## src/rtl/alu_ctrl_pkg.sv

```systemverilog
// Shared types and helpers for the sliced-ALU sequencer: FSM encoding,
// default mode width and a constant-foldable ceil(log2) for counter sizing.
package alu_ctrl_pkg;

  typedef enum logic [1:0] {
    IDLE = 2'd0,
    RUN  = 2'd1,
    DONE = 2'd2
  } state_t;

  localparam int MODE_W_DEF = 3;

  // Never returns less than 1 so a counter always has at least one bit.
  function automatic int clog2(input int value);
    int r;
    r = 0;
    for (int i = 0; i < 31; i++) begin
      if ((1 << i) < value) r = i + 1;
    end
    return (r < 1) ? 1 : r;
  endfunction

endpackage

```

## src/rtl/alu_slice_sequencer_if.sv

```systemverilog
// Request/response bus of the sequencer. Both channels use valid/ready: a
// transfer happens on a rising edge where valid and ready are both high; the
// sender holds its payload stable while valid is high and ready is low.
interface alu_slice_sequencer_if #(
  parameter int N      = 4,
  parameter int SLICES = 4,
  parameter int MODE_W = 3
);
  localparam int W = N * SLICES;

  logic              req_valid;
  logic              req_ready;
  logic [W-1:0]      req_a;
  logic [W-1:0]      req_b;
  logic [MODE_W-1:0] req_mode;
  logic              req_cin;
  logic              rsp_valid;
  logic              rsp_ready;
  logic [W-1:0]      rsp_result;
  logic              rsp_cout;

  modport master (
    output req_valid, req_a, req_b, req_mode, req_cin, rsp_ready,
    input  req_ready, rsp_valid, rsp_result, rsp_cout
  );

  modport slave (
    input  req_valid, req_a, req_b, req_mode, req_cin, rsp_ready,
    output req_ready, rsp_valid, rsp_result, rsp_cout
  );
endinterface

```

## src/rtl/alu_slice_mux.sv

```systemverilog
// Selects the N-bit slice number idx out of a W-bit operand.
module alu_slice_mux
  import alu_ctrl_pkg::*;
#(
  parameter int N      = 4,
  parameter int SLICES = 4,
  localparam int W     = N * SLICES,
  localparam int CNT_W = clog2(SLICES)
) (
  input  logic [W-1:0]     data,
  input  logic [CNT_W-1:0] idx,
  output logic [N-1:0]     slice
);
  assign slice = data[idx*N +: N];
endmodule

```

## src/rtl/alu_slice_sequencer.sv

```systemverilog
// Runs a W-bit operation through an external combinational N-bit ALU, one
// slice per clock, LSB first, chaining carry-out into the next carry-in.
module alu_slice_sequencer
  import alu_ctrl_pkg::*;
#(
  parameter int N      = 4,
  parameter int SLICES = 4,
  parameter int MODE_W = MODE_W_DEF
) (
  input  logic                   clk,
  input  logic                   rst_n,
  alu_slice_sequencer_if.slave   bus,
  output logic                   busy,
  output logic [N-1:0]           alu_a,
  output logic [N-1:0]           alu_b,
  output logic                   alu_cin,
  output logic [MODE_W-1:0]      alu_mode,
  input  logic [N-1:0]           alu_result,
  input  logic                   alu_cout,
  output state_t                 dbg_state
);
  localparam int W     = N * SLICES;
  localparam int CNT_W = clog2(SLICES);

  state_t            state, state_nxt;
  logic [CNT_W-1:0]  idx;
  logic              carry;
  logic [W-1:0]      a_reg, b_reg, result_reg;
  logic [MODE_W-1:0] mode_reg;
  logic              cout_reg;
  logic [N-1:0]      a_slice, b_slice;
  logic              accept, last, in_run;

  assign in_run = (state == RUN);
  assign last   = (idx == CNT_W'(SLICES - 1));
  assign accept = bus.req_valid && bus.req_ready;

  alu_slice_mux #(.N(N), .SLICES(SLICES)) u_mux_a (.data(a_reg), .idx(idx), .slice(a_slice));
  alu_slice_mux #(.N(N), .SLICES(SLICES)) u_mux_b (.data(b_reg), .idx(idx), .slice(b_slice));

  // ALU inputs are parked at zero outside RUN so idle cycles are quiet.
  assign alu_a    = in_run ? a_slice  : '0;
  assign alu_b    = in_run ? b_slice  : '0;
  assign alu_cin  = in_run ? carry    : 1'b0;
  assign alu_mode = in_run ? mode_reg : '0;

  assign bus.req_ready  = rst_n && (state == IDLE);
  assign bus.rsp_valid  = (state == DONE);
  assign bus.rsp_result = result_reg;
  assign bus.rsp_cout   = cout_reg;
  assign busy           = (state != IDLE);
  assign dbg_state      = state;

  always_ff @(posedge clk or negedge rst_n) begin
    if (!rst_n) state <= IDLE;
    else        state <= state_nxt;
  end

  always_comb begin
    state_nxt = state;
    case (state)
      IDLE:    if (accept)        state_nxt = RUN;
      RUN:     if (last)          state_nxt = DONE;
      DONE:    if (bus.rsp_ready) state_nxt = IDLE;
      default:                    state_nxt = IDLE;
    endcase
  end

  always_ff @(posedge clk or negedge rst_n) begin
    if (!rst_n) begin
      idx        <= '0;
      carry      <= 1'b0;
      a_reg      <= '0;
      b_reg      <= '0;
      mode_reg   <= '0;
      result_reg <= '0;
      cout_reg   <= 1'b0;
    end else if (state == IDLE && accept) begin
      a_reg    <= bus.req_a;
      b_reg    <= bus.req_b;
      mode_reg <= bus.req_mode;
      carry    <= bus.req_cin;
      idx      <= '0;
    end else if (in_run) begin
      // Only the current slice is written; other bits keep their old value.
      result_reg[idx*N +: N] <= alu_result;
      carry                  <= alu_cout;
      if (last) cout_reg <= alu_cout;
      else      idx      <= idx + 1'b1;
    end
  end
endmodule

```

## src/flat_wrapper.sv

```systemverilog
// flat-port wrapper written by rule: the top's interface ports become plain ports
module alu_slice_sequencer_flat import alu_ctrl_pkg::*;
#(
  parameter int N      = 4,
  parameter int SLICES = 4,
  parameter int MODE_W = MODE_W_DEF
)
  (clk, rst_n, busy, alu_a, alu_b, alu_cin, alu_mode, alu_result, alu_cout, dbg_state, bus_req_valid, bus_req_a, bus_req_b, bus_req_mode, bus_req_cin, bus_rsp_ready, bus_req_ready, bus_rsp_valid, bus_rsp_result, bus_rsp_cout);
  alu_slice_sequencer_if #(.N(N), .SLICES(SLICES), .MODE_W(MODE_W)) bus_i ();
  input  logic clk;
  input  logic rst_n;
  output logic busy;
  output logic [N-1:0] alu_a;
  output logic [N-1:0] alu_b;
  output logic alu_cin;
  output logic [MODE_W-1:0] alu_mode;
  input  logic [N-1:0] alu_result;
  input  logic alu_cout;
  output state_t dbg_state;
  input wire logic [$bits(bus_i.req_valid)-1:0] bus_req_valid;
  input wire logic [$bits(bus_i.req_a)-1:0] bus_req_a;
  input wire logic [$bits(bus_i.req_b)-1:0] bus_req_b;
  input wire logic [$bits(bus_i.req_mode)-1:0] bus_req_mode;
  input wire logic [$bits(bus_i.req_cin)-1:0] bus_req_cin;
  input wire logic [$bits(bus_i.rsp_ready)-1:0] bus_rsp_ready;
  output wire logic [$bits(bus_i.req_ready)-1:0] bus_req_ready;
  output wire logic [$bits(bus_i.rsp_valid)-1:0] bus_rsp_valid;
  output wire logic [$bits(bus_i.rsp_result)-1:0] bus_rsp_result;
  output wire logic [$bits(bus_i.rsp_cout)-1:0] bus_rsp_cout;
  assign bus_i.req_valid = bus_req_valid;
  assign bus_i.req_a = bus_req_a;
  assign bus_i.req_b = bus_req_b;
  assign bus_i.req_mode = bus_req_mode;
  assign bus_i.req_cin = bus_req_cin;
  assign bus_i.rsp_ready = bus_rsp_ready;
  assign bus_req_ready = bus_i.req_ready;
  assign bus_rsp_valid = bus_i.rsp_valid;
  assign bus_rsp_result = bus_i.rsp_result;
  assign bus_rsp_cout = bus_i.rsp_cout;
  alu_slice_sequencer #(.N(N), .SLICES(SLICES), .MODE_W(MODE_W)) u_core (.clk(clk), .rst_n(rst_n), .bus(bus_i), .busy(busy), .alu_a(alu_a), .alu_b(alu_b), .alu_cin(alu_cin), .alu_mode(alu_mode), .alu_result(alu_result), .alu_cout(alu_cout), .dbg_state(dbg_state));
endmodule
```

## config.mk

```make
export PLATFORM = sky130hd
export DESIGN_NAME = alu_slice_sequencer_flat
export DESIGN_NICKNAME = d
export VERILOG_FILES = /design/src/rtl/alu_ctrl_pkg.sv /design/src/rtl/alu_slice_sequencer_if.sv /design/src/rtl/alu_slice_mux.sv /design/src/rtl/alu_slice_sequencer.sv /design/src/flat_wrapper.sv
export SDC_FILE = /design/constraint.sdc
export NUM_CORES = 1
export LEC_CHECK = 0
export BUFFER_PORTS_ARGS = -buffer_cell sky130_fd_sc_hd__buf_2
export CAP_MARGIN = 10
export CORE_ASPECT_RATIO = 1.5
export CORE_MARGIN = 10
export CORE_UTILIZATION = 45
export CTS_CLUSTER_SIZE = 16
export DETAILED_ROUTE_END_ITERATION = 8
export GPL_ROUTABILITY_DRIVEN = 0
export PLACE_DENSITY_LB_ADDON = 0.15
export SYNTH_ARGS = -nofsm -noshare
export SYNTH_HDL_FRONTEND = slang
export SYNTH_SLANG_ARGS = --single-unit
```

## constraint.sdc

```tcl
create_clock -name clk -period 3.5 [get_ports clk]
set_clock_uncertainty 0.1 [all_clocks]
set_input_delay 0.7 -clock clk [delete_from_list [all_inputs] [get_ports clk]]
set_output_delay 0.7 -clock clk [all_outputs]
set_load 0.05 [all_outputs]
```

==> metrics.cfg <==
[timing]
final-setup-viol-count=0
fin_crit_sh=0.849
fin_tns_setup_ns=0
period_needed_ns=2.97
finalHoldViolCount=0
maxSlewHeadroom=0.448
rsz0062_at_grt=no
whs_ns=0.195
finalWorstSetupSlack_ns=0.528
tightest_slew_ns=0.828
fmax_mhz=337
slew_violations=0

[global_routing]
grt_pass1_wl_um=9430
antenna_found_initial=0
overflow=0
grt_usage=0.132
grt_pass1_vias=1889
grt_start_max_net_pins=43

[yosys]
synth_area_sq_um=2610
netlist.area_leader.share=0.546
netlist_instances=176
synth_top_area_cell=dfrtp_1
ys_seq_area_frac=0.546
yosys_warnings=0
synth.area.top_cells=dfrtp_1, mux2_2, mux4_2, a22o_1, and2_1
synth_nets=226
syn_avg_cell_area_sq_um=14.9
synth_cell_types=30
synth-seq-cells=57

[place]
placed_cell_area_sq_um=3010
place_ws_ns=0.833
hpwl_um=4490
port_buffers=78

[finish]
layout-drive-gt1-share=0.544
n_fill_cell=486
fin_nets=308
final_common_cell=buf_2
final_cell_mix=buf_2, dfrtp_1, mux2_2
fin_util=0.573
final_cell_area_sq_um=3190
multiInputGateArea_sq_um=1070
antenna_cells=0
final-seq-area_sq_um=1430
area_delta_synth_final_pct=22.1

[die]
dieArea_sq_um=9320
die_w_um=82.2
dieHeight_um=113
ios=79
core-area_sq_um=5570
rows=33
initial_core_util=0.469

[worst_setup_path]
worstSetupPathType=reg -> out
crit_path_start_kind=flip-flop
crit_fanout=16
cp-end-kind=primary output
arrival_ns=2.17
critPathRequiredTime_ns=2.70
cp-startpoint=u_core.idx[0]
reg2reg_from=u_core.idx[0]

[detailed_routing]
routed_wl_um=5960
first_pass_iters=4
avgViaCountPerCell=5.19
drc=0
wire_per_inst_um=17.9
drtIter0Drc=65
num_vias=1729
antenna_left=0

[clock_network]
hold_buffers=0
cts_buffers=9
cts-root-buf=clkbuf_8
cts_sinks=57
clockBufferDepth=2
path_clk_slew_ns=0.07
cts_resized=0
cts_max_level=3
insertion_delay_ns=0.33
cts_setup_buffers=0
cts_tree=built

[outcome]
status=completed

[min_path]
hp-class=in -> async

[power_and_ir_drop]
power.density_nw_per_um2=1110
p_leak_nw=1.57
vdd_drop_max_uv=548

[job]
cap_violations=0

==> cell families (layout without fill, tap and decap cells) <==
logic type                 count (synthesis)  after routing  share of synthesized area
AOI/OAI and AO/OA                         18             18                     0.0565
xor gates and xnor gates                   1              1                    0.00335
adders and majority gates                  5              5                     0.0239
buffers and inverters                     14            101                     0.0440
DFF                                       57             57                      0.546
muxes                                     46             46                      0.232
and+or+nand+nor                           35             35                     0.0948
==> per-layer routing <==
layer,up-vias,share of wire,track usage
li1,797,-,-
met1,868,0.38,0.142
met2,52,0.52,0.220
met3,12,0.081,0.0468
met4,0,0.022,0.0615
met5,-,0,0
==> metrics by stage <==
stage,cells,total power (W)
6_report,333,0.00354
5_1_grt,333,0.00376
4_1_cts,333,0.00359
3_5_place_dp,317,0.00303
3_3_place_gp,317,0.00299
2_1_floorplan,176,0.00264
==> synthesized netlist by cell type <==
library cell and instances:
a22o_1 14, and2_1 12, and4bb_4 1, buf_4 1, buf_6 1, buf_8 1
clkbuf_1 2, clkbuf_8 4, dfrtp_1 57, ha_1 5, inv_1 5, mux2_1 3
mux2_2 33, mux2i_1 2, mux4_2 8, nand2_1 3, nand2b_1 3, nand3b_1 4
nand3b_4 1, nor2_1 3, nor2b_1 1, nor3_1 1, nor3b_1 1, nor4_1 1
nor4_2 1, nor4b_2 1, o21ai_0 2, o31ai_1 2, or2_2 2, xnor2_1 1
==> worst max-delay path: stages (launching register included) <==
cell,delay (ns)
dfrtp_1,0.88
mux4_2,0.59
and2_1,0.17
buf_2,0.21
==> where the power goes <==
part / leakage [nW] / switching, W / internal (W) / total, W
registers: 0.708 / 0.000243 / 0.000977 / 0.00122
logic: 0.768 / 0.00110 / 0.000670 / 0.00177
clock network: 0.0911 / 0.000260 / 0.000291 / 0.000551
==> worst paths after layout <==
kind,to,cells after the start,slack [ns]
max reg2reg,u_core.bus.rsp_result[13],4,1.07
min reg2reg,u_core.bus.rsp_result[14],2,0.38
min,u_core.bus.rsp_result[10],1,0.20
max in group asynchronous,u_core.b_reg[13],2,2.24
max,alu_b[1],3,0.53
min in group clk,u_core.bus.rsp_result[14],2,0.38
==> final cells by class <==
class / instances / area share
inverters: 5 / 0.00588
multi-input cells: 105 / 0.336
flip-flops and latches: 57 / 0.447
clock inverters: 5 / 0.00941
well taps: 70 / 0.0274
clock buffers: 11 / 0.0474
repair buffers: 80 / 0.127
Note: power is estimated with default switching activity, not from simulation.
